--- src/rtl/instr_fetch_if.sv ---
// Fetch-unit bundle: PC handoff, instruction memory request/ack, decode-side queue head.
// The master side belongs to the fetch unit; the slave side is the PC, memory and decode environment.
interface instr_fetch_if #(
    parameter int ADDR_WIDTH = 12,
    parameter int DATA_WIDTH = 16
);
    logic [ADDR_WIDTH-1:0] pc_in;
    logic                  pc_take;
    logic                  imem_req;
    logic [ADDR_WIDTH-1:0] imem_addr;
    logic                  imem_ack;
    logic [DATA_WIDTH-1:0] imem_rdata;
    logic                  flush;
    logic                  if_valid;
    logic [DATA_WIDTH-1:0] if_instr;
    logic [ADDR_WIDTH-1:0] if_pc;
    logic                  id_ready;

    modport master (
        input  pc_in, imem_ack, imem_rdata, flush, id_ready,
        output pc_take, imem_req, imem_addr, if_valid, if_instr, if_pc
    );

    modport slave (
        output pc_in, imem_ack, imem_rdata, flush, id_ready,
        input  pc_take, imem_req, imem_addr, if_valid, if_instr, if_pc
    );
endinterface

--- src/rtl/instr_fetch.sv ---
// Instruction fetch: one outstanding memory request feeding a 2-entry {addr, instr} queue.
// Zero-wait memory gives one instruction per cycle; pc_take stalls when the queue would be full.
module instr_fetch #(
    parameter int ADDR_WIDTH = 12,
    parameter int DATA_WIDTH = 16
) (
    input  logic           clk,
    input  logic           reset,
    instr_fetch_if.master  bus
);
    typedef enum logic [1:0] {IDLE, WAIT, DISCARD} state_t;

    state_t                state, state_nxt;
    logic [1:0]            count, count_post, count_nxt;
    logic                  wr_ptr, rd_ptr;
    logic [ADDR_WIDTH-1:0] addr_mem [2];
    logic [DATA_WIDTH-1:0] data_mem [2];
    logic [ADDR_WIDTH-1:0] req_addr;
    logic                  push, pop, take;

    // A pop during flush is still a handshake with decode; the flush then empties the queue.
    assign pop        = (count != 2'd0) && bus.id_ready;
    assign push       = (state == WAIT) && bus.imem_ack && !bus.flush;
    assign count_post = count + 2'(push) - 2'(pop);
    assign count_nxt  = bus.flush ? 2'd0 : count_post;

    always_comb begin
        state_nxt = state;
        take      = 1'b0;
        case (state)
            IDLE: begin
                if (!bus.flush && count != 2'd2) begin
                    take      = 1'b1;
                    state_nxt = WAIT;
                end
            end
            WAIT: begin
                if (bus.flush) begin
                    state_nxt = bus.imem_ack ? IDLE : DISCARD;
                end else if (bus.imem_ack) begin
                    if (count_post < 2'd2) take = 1'b1;
                    else                   state_nxt = IDLE;
                end
            end
            DISCARD: begin
                // The stale response is consumed on ack, even if another flush arrives with it.
                if (bus.imem_ack) state_nxt = IDLE;
            end
            default: state_nxt = IDLE;
        endcase
        if (reset) take = 1'b0;
    end

    always_ff @(posedge clk) begin
        if (reset) begin
            state    <= IDLE;
            count    <= 2'd0;
            wr_ptr   <= 1'b0;
            rd_ptr   <= 1'b0;
            req_addr <= '0;
        end else begin
            state <= state_nxt;
            count <= count_nxt;
            if (bus.flush) begin
                wr_ptr <= 1'b0;
                rd_ptr <= 1'b0;
            end else begin
                if (push) wr_ptr <= ~wr_ptr;
                if (pop)  rd_ptr <= ~rd_ptr;
            end
            if (take) req_addr <= bus.pc_in;
        end
    end

    always_ff @(posedge clk) begin
        if (push && !reset) begin
            addr_mem[wr_ptr] <= req_addr;
            data_mem[wr_ptr] <= bus.imem_rdata;
        end
    end

    assign bus.pc_take   = take;
    assign bus.imem_req  = (state != IDLE);
    assign bus.imem_addr = req_addr;
    assign bus.if_valid  = (count != 2'd0);
    assign bus.if_instr  = data_mem[rd_ptr];
    assign bus.if_pc     = addr_mem[rd_ptr];
endmodule

--- src/flat_wrapper.sv ---
// flat-port wrapper written by rule: the top's interface ports become plain ports
module instr_fetch_flat 
#(
    parameter int ADDR_WIDTH = 12,
    parameter int DATA_WIDTH = 16
)
  (clk, reset, bus_pc_in, bus_imem_ack, bus_imem_rdata, bus_flush, bus_id_ready, bus_pc_take, bus_imem_req, bus_imem_addr, bus_if_valid, bus_if_instr, bus_if_pc);
  instr_fetch_if #(.ADDR_WIDTH(ADDR_WIDTH), .DATA_WIDTH(DATA_WIDTH)) bus_i ();
  input  logic clk;
  input  logic reset;
  input wire logic [$bits(bus_i.pc_in)-1:0] bus_pc_in;
  input wire logic [$bits(bus_i.imem_ack)-1:0] bus_imem_ack;
  input wire logic [$bits(bus_i.imem_rdata)-1:0] bus_imem_rdata;
  input wire logic [$bits(bus_i.flush)-1:0] bus_flush;
  input wire logic [$bits(bus_i.id_ready)-1:0] bus_id_ready;
  output wire logic [$bits(bus_i.pc_take)-1:0] bus_pc_take;
  output wire logic [$bits(bus_i.imem_req)-1:0] bus_imem_req;
  output wire logic [$bits(bus_i.imem_addr)-1:0] bus_imem_addr;
  output wire logic [$bits(bus_i.if_valid)-1:0] bus_if_valid;
  output wire logic [$bits(bus_i.if_instr)-1:0] bus_if_instr;
  output wire logic [$bits(bus_i.if_pc)-1:0] bus_if_pc;
  assign bus_i.pc_in = bus_pc_in;
  assign bus_i.imem_ack = bus_imem_ack;
  assign bus_i.imem_rdata = bus_imem_rdata;
  assign bus_i.flush = bus_flush;
  assign bus_i.id_ready = bus_id_ready;
  assign bus_pc_take = bus_i.pc_take;
  assign bus_imem_req = bus_i.imem_req;
  assign bus_imem_addr = bus_i.imem_addr;
  assign bus_if_valid = bus_i.if_valid;
  assign bus_if_instr = bus_i.if_instr;
  assign bus_if_pc = bus_i.if_pc;
  instr_fetch #(.ADDR_WIDTH(ADDR_WIDTH), .DATA_WIDTH(DATA_WIDTH)) u_core (.clk(clk), .reset(reset), .bus(bus_i));
endmodule
--- config.mk ---
export PLATFORM = sky130hd
export DESIGN_NAME = instr_fetch_flat
export DESIGN_NICKNAME = d
export VERILOG_FILES = /design/src/rtl/instr_fetch_if.sv /design/src/rtl/instr_fetch.sv /design/src/flat_wrapper.sv
export SDC_FILE = /design/constraint.sdc
export NUM_CORES = 1
export LEC_CHECK = 0
export CELL_PAD_IN_SITES_DETAIL_PLACEMENT = 0
export CELL_PAD_IN_SITES_GLOBAL_PLACEMENT = 1
export CORE_MARGIN = 2
export CORE_UTILIZATION = 32
export DETAILED_ROUTE_END_ITERATION = 16
export PLACE_DENSITY = 0.74
export SLEW_MARGIN = 0
export SYNTH_ARGS = -nofsm -noshare
export SYNTH_HDL_FRONTEND = slang
export SYNTH_SLANG_ARGS = --single-unit
export TNS_END_PERCENT = 100
--- constraint.sdc ---
create_clock -name clk -period 4.63 [get_ports clk]
set_input_delay 0.926 -clock clk [delete_from_list [all_inputs] [get_ports clk]]
set_output_delay 0.926 -clock clk [all_outputs]
set_load 0.01 [all_outputs]
==> metrics.cfg <==
[detailed_routing]
vias_per_cell=4.57
wire_per_inst_microns=14.4
drc_errors=0
via_count=1662
wirelength_microns=5230
initialDrtViolationCount=15
firstDrtPassIters=4
ant_nets=0

[global_route]
grt_pass1_vias=1697
antenna_found_initial=0
grt_pass1_wl_microns=8260
grtUsageMet2=0.178
grt_max_degree=29
grt.busiest_layer=met2
grt_use_total=0.111
use_met1=0.131
use_met3=0.0372
grt_overflow=0

[logic_synthesis]
synth_area_sq_um=2900
synth_top_cells_by_count=56 x edfxtp_1, 31 x mux2_2, 19 x dfxtp_1
synth_edf_count=56
ys.warnings.count=0
ys_seq_area_frac=0.712
synth_area_per_cell_sq_um=17.5
syn_inst=165
synth_fp_nets=200
synth.area.top_cells=edfxtp_1 58%, dfxtp_1 13%, mux2_2 12%, mux2_4 4.7%, nor2b_1 2.6%
synth_top_area_share=0.581
synthFlopType=edfxtp_1
synth_seq_cells=75
yosysUniqueCellTypes=26
yosysTopAreaCell=edfxtp_1
async_flop_share=0
synth_most_common_cell=edfxtp_1

[setup_path]
worst-path-max-fanout=9
slowest_stage=clkdlybuf4s50_1
max_stage_delay_ps=550
cp-end-kind=output pin
cp.required_ps=3700
cp.depth=9
criticalPathCategory=in2out
critPathArrivalTime_ps=3260
start_kind=input pin
crit_chain=clkdlybuf4s50_1, nand4bb_2, inv_1, ha_1, xor3_1, nor2_2, o21ai_4, inv_1, clkdlybuf4s50_1
cp_num_buf_inv=4
reg2reg_depth=10
crit_family=buffers and inverters

[power]
p_per_area_nw_per_um2=324
peakVddDrop_mv=0.114
leakagePower_uw=0.00139

[sta]
max_freq_mhz=239
period_share=0.905
fin_ws_ps=442
tns_ps=0
min_period_ps=4190
skew_ps=8.46
grt_setup_unrepaired=false
setup_viol=0
worst_pin_slew_ps=507
finalHoldViolCount=0
maxSlewHeadroom=0.661
slew_viol_final=0

[clocking]
ctsResizeCount=0
h-tree-depth=3
cts_setup_buffers=0
numClockSinks=75
cts_buffers=9
clkLatencyLatePin_ps=340
cts_buffer_depth=2
cts.hold.buffers_added=0
root_buffer=clkbuf_8
clk_pin_slew_ps=70
cts_tree=done

[placed_design]
dp_slack_ps=427
place.gp.congestion=0.732
io_buffers=75
hpwl_microns=3480

[run]
maxCapViolCount=0

[cells_and_area]
layout.nets=286
antenna_cells=0
fillCellCount=799
drive_above_1_share=0.277
area_growth_pct=37.3

[floorplanning]
num_rows=34
die_h_microns=99.1
die_w_microns=99.1
dieArea_sq_um=9820
core_area_sq_um=8760
initial_core_util=0.330
ioPinCount=76

[min_path]
hold_path.class=reg2reg
holdPathStages=0

[outcome]
status=finished clean

-- per-stage QoR --
stage	hold slack, ps	power [uW]	instance area, sq um	util	instances
after floorplan	509	812	2900	-	165
after CTS	483	1320	3980	0.454	364
after detailed placement	456	882	3810	0.434	348
after global routing	500	1340	3980	0.454	364
final	483	1290	3980	0.454	364
after global placement	461	879	3810	0.434	348
-- path summary, 6_finish.rpt --
path	from	to	slack (ps)
hold / removal	u_core.bus.imem_addr[4]$_SDFFE_PP0P_	u_core.addr_mem[0][4]$_DFFE_PP_	480
setup reg to reg	u_core.count[1]$_SDFF_PP0_	u_core.bus.imem_addr[4]$_SDFFE_PP0P_	2100
setup / recovery	bus_flush	bus_pc_take	440
hold reg to reg	u_core.bus.imem_addr[4]$_SDFFE_PP0P_	u_core.addr_mem[0][4]$_DFFE_PP_	480
-- state kept, by name, indices dropped and copies added (netlist names), named ones only --
| signal | cells |
|---|---|
| u_core.addr_mem | 24 |
| u_core.wr_ptr | 1 |
| u_core.bus.imem_addr | 12 |
| u_core.data_mem | 32 |
| u_core.count | 2 |
| u_core.rd_ptr | 1 |
| u_core.state | 2 |
-- placed cells by master (no fill, tap or decap), types with 3 or more instances in the layout --
cell type / netlist / final
clkinvlp_4: 0 / 4
edfxtp_1: 56 / 56
nor2_1: 3 / 3
clkinv_2: 0 / 3
clkbuf_8: 0 / 9
inv_1: 4 / 4
buf_4: 0 / 7
nor2b_1: 12 / 12
clkdlybuf4s50_1: 0 / 75
dfxtp_1: 19 / 19
nor3_1: 5 / 4
mux2_2: 31 / 31
mux2_4: 9 / 9
-- layer usage --
metal | share of wire | up-vias | wire (microns)
li1 | - | 776 | -
met1 | 0.43 | 822 | 2260
met2 | 0.49 | 52 | 2540
met3 | 0.059 | 12 | 311
met4 | 0.022 | 0 | 114
met5 | 0 | - | 0
-- cell type report --
type	count	area, sq um	share of cell area
Tap cell	108	135	0.0340
Sequential cell	75	2060	0.519
Inverter	4	15.0	0.00378
Multi-Input combinational cell	79	792	0.199
Clock inverter	7	45.0	0.0113
Clock buffer	9	124	0.0312
Timing Repair Buffer	82	803	0.202
-- cells by family (layout without fill, tap and decap cells) --
group           count (synthesis)  in the layout  share of synthesized area
compound gates                  3              3                     0.0130
xor+xnor                        3              3                     0.0143
fa+ha+maj                       2              2                    0.00864
buf+inv                        11            102                     0.0177
flops                          75             75                      0.712
mux                            41             41                      0.171
simple gates                   30             30                     0.0631
-- power by group --
| group | internal, uW | total [uW] | switching (uW) |
|---|---|---|---|
| Combinational | 75.2 | 115 | 39.6 |
| Clock | 191 | 425 | 234 |
| Sequential | 738 | 750 | 11.3 |
| Total | 1000 | 1290 | 285 |
Power figures use the tool's default switching activity.
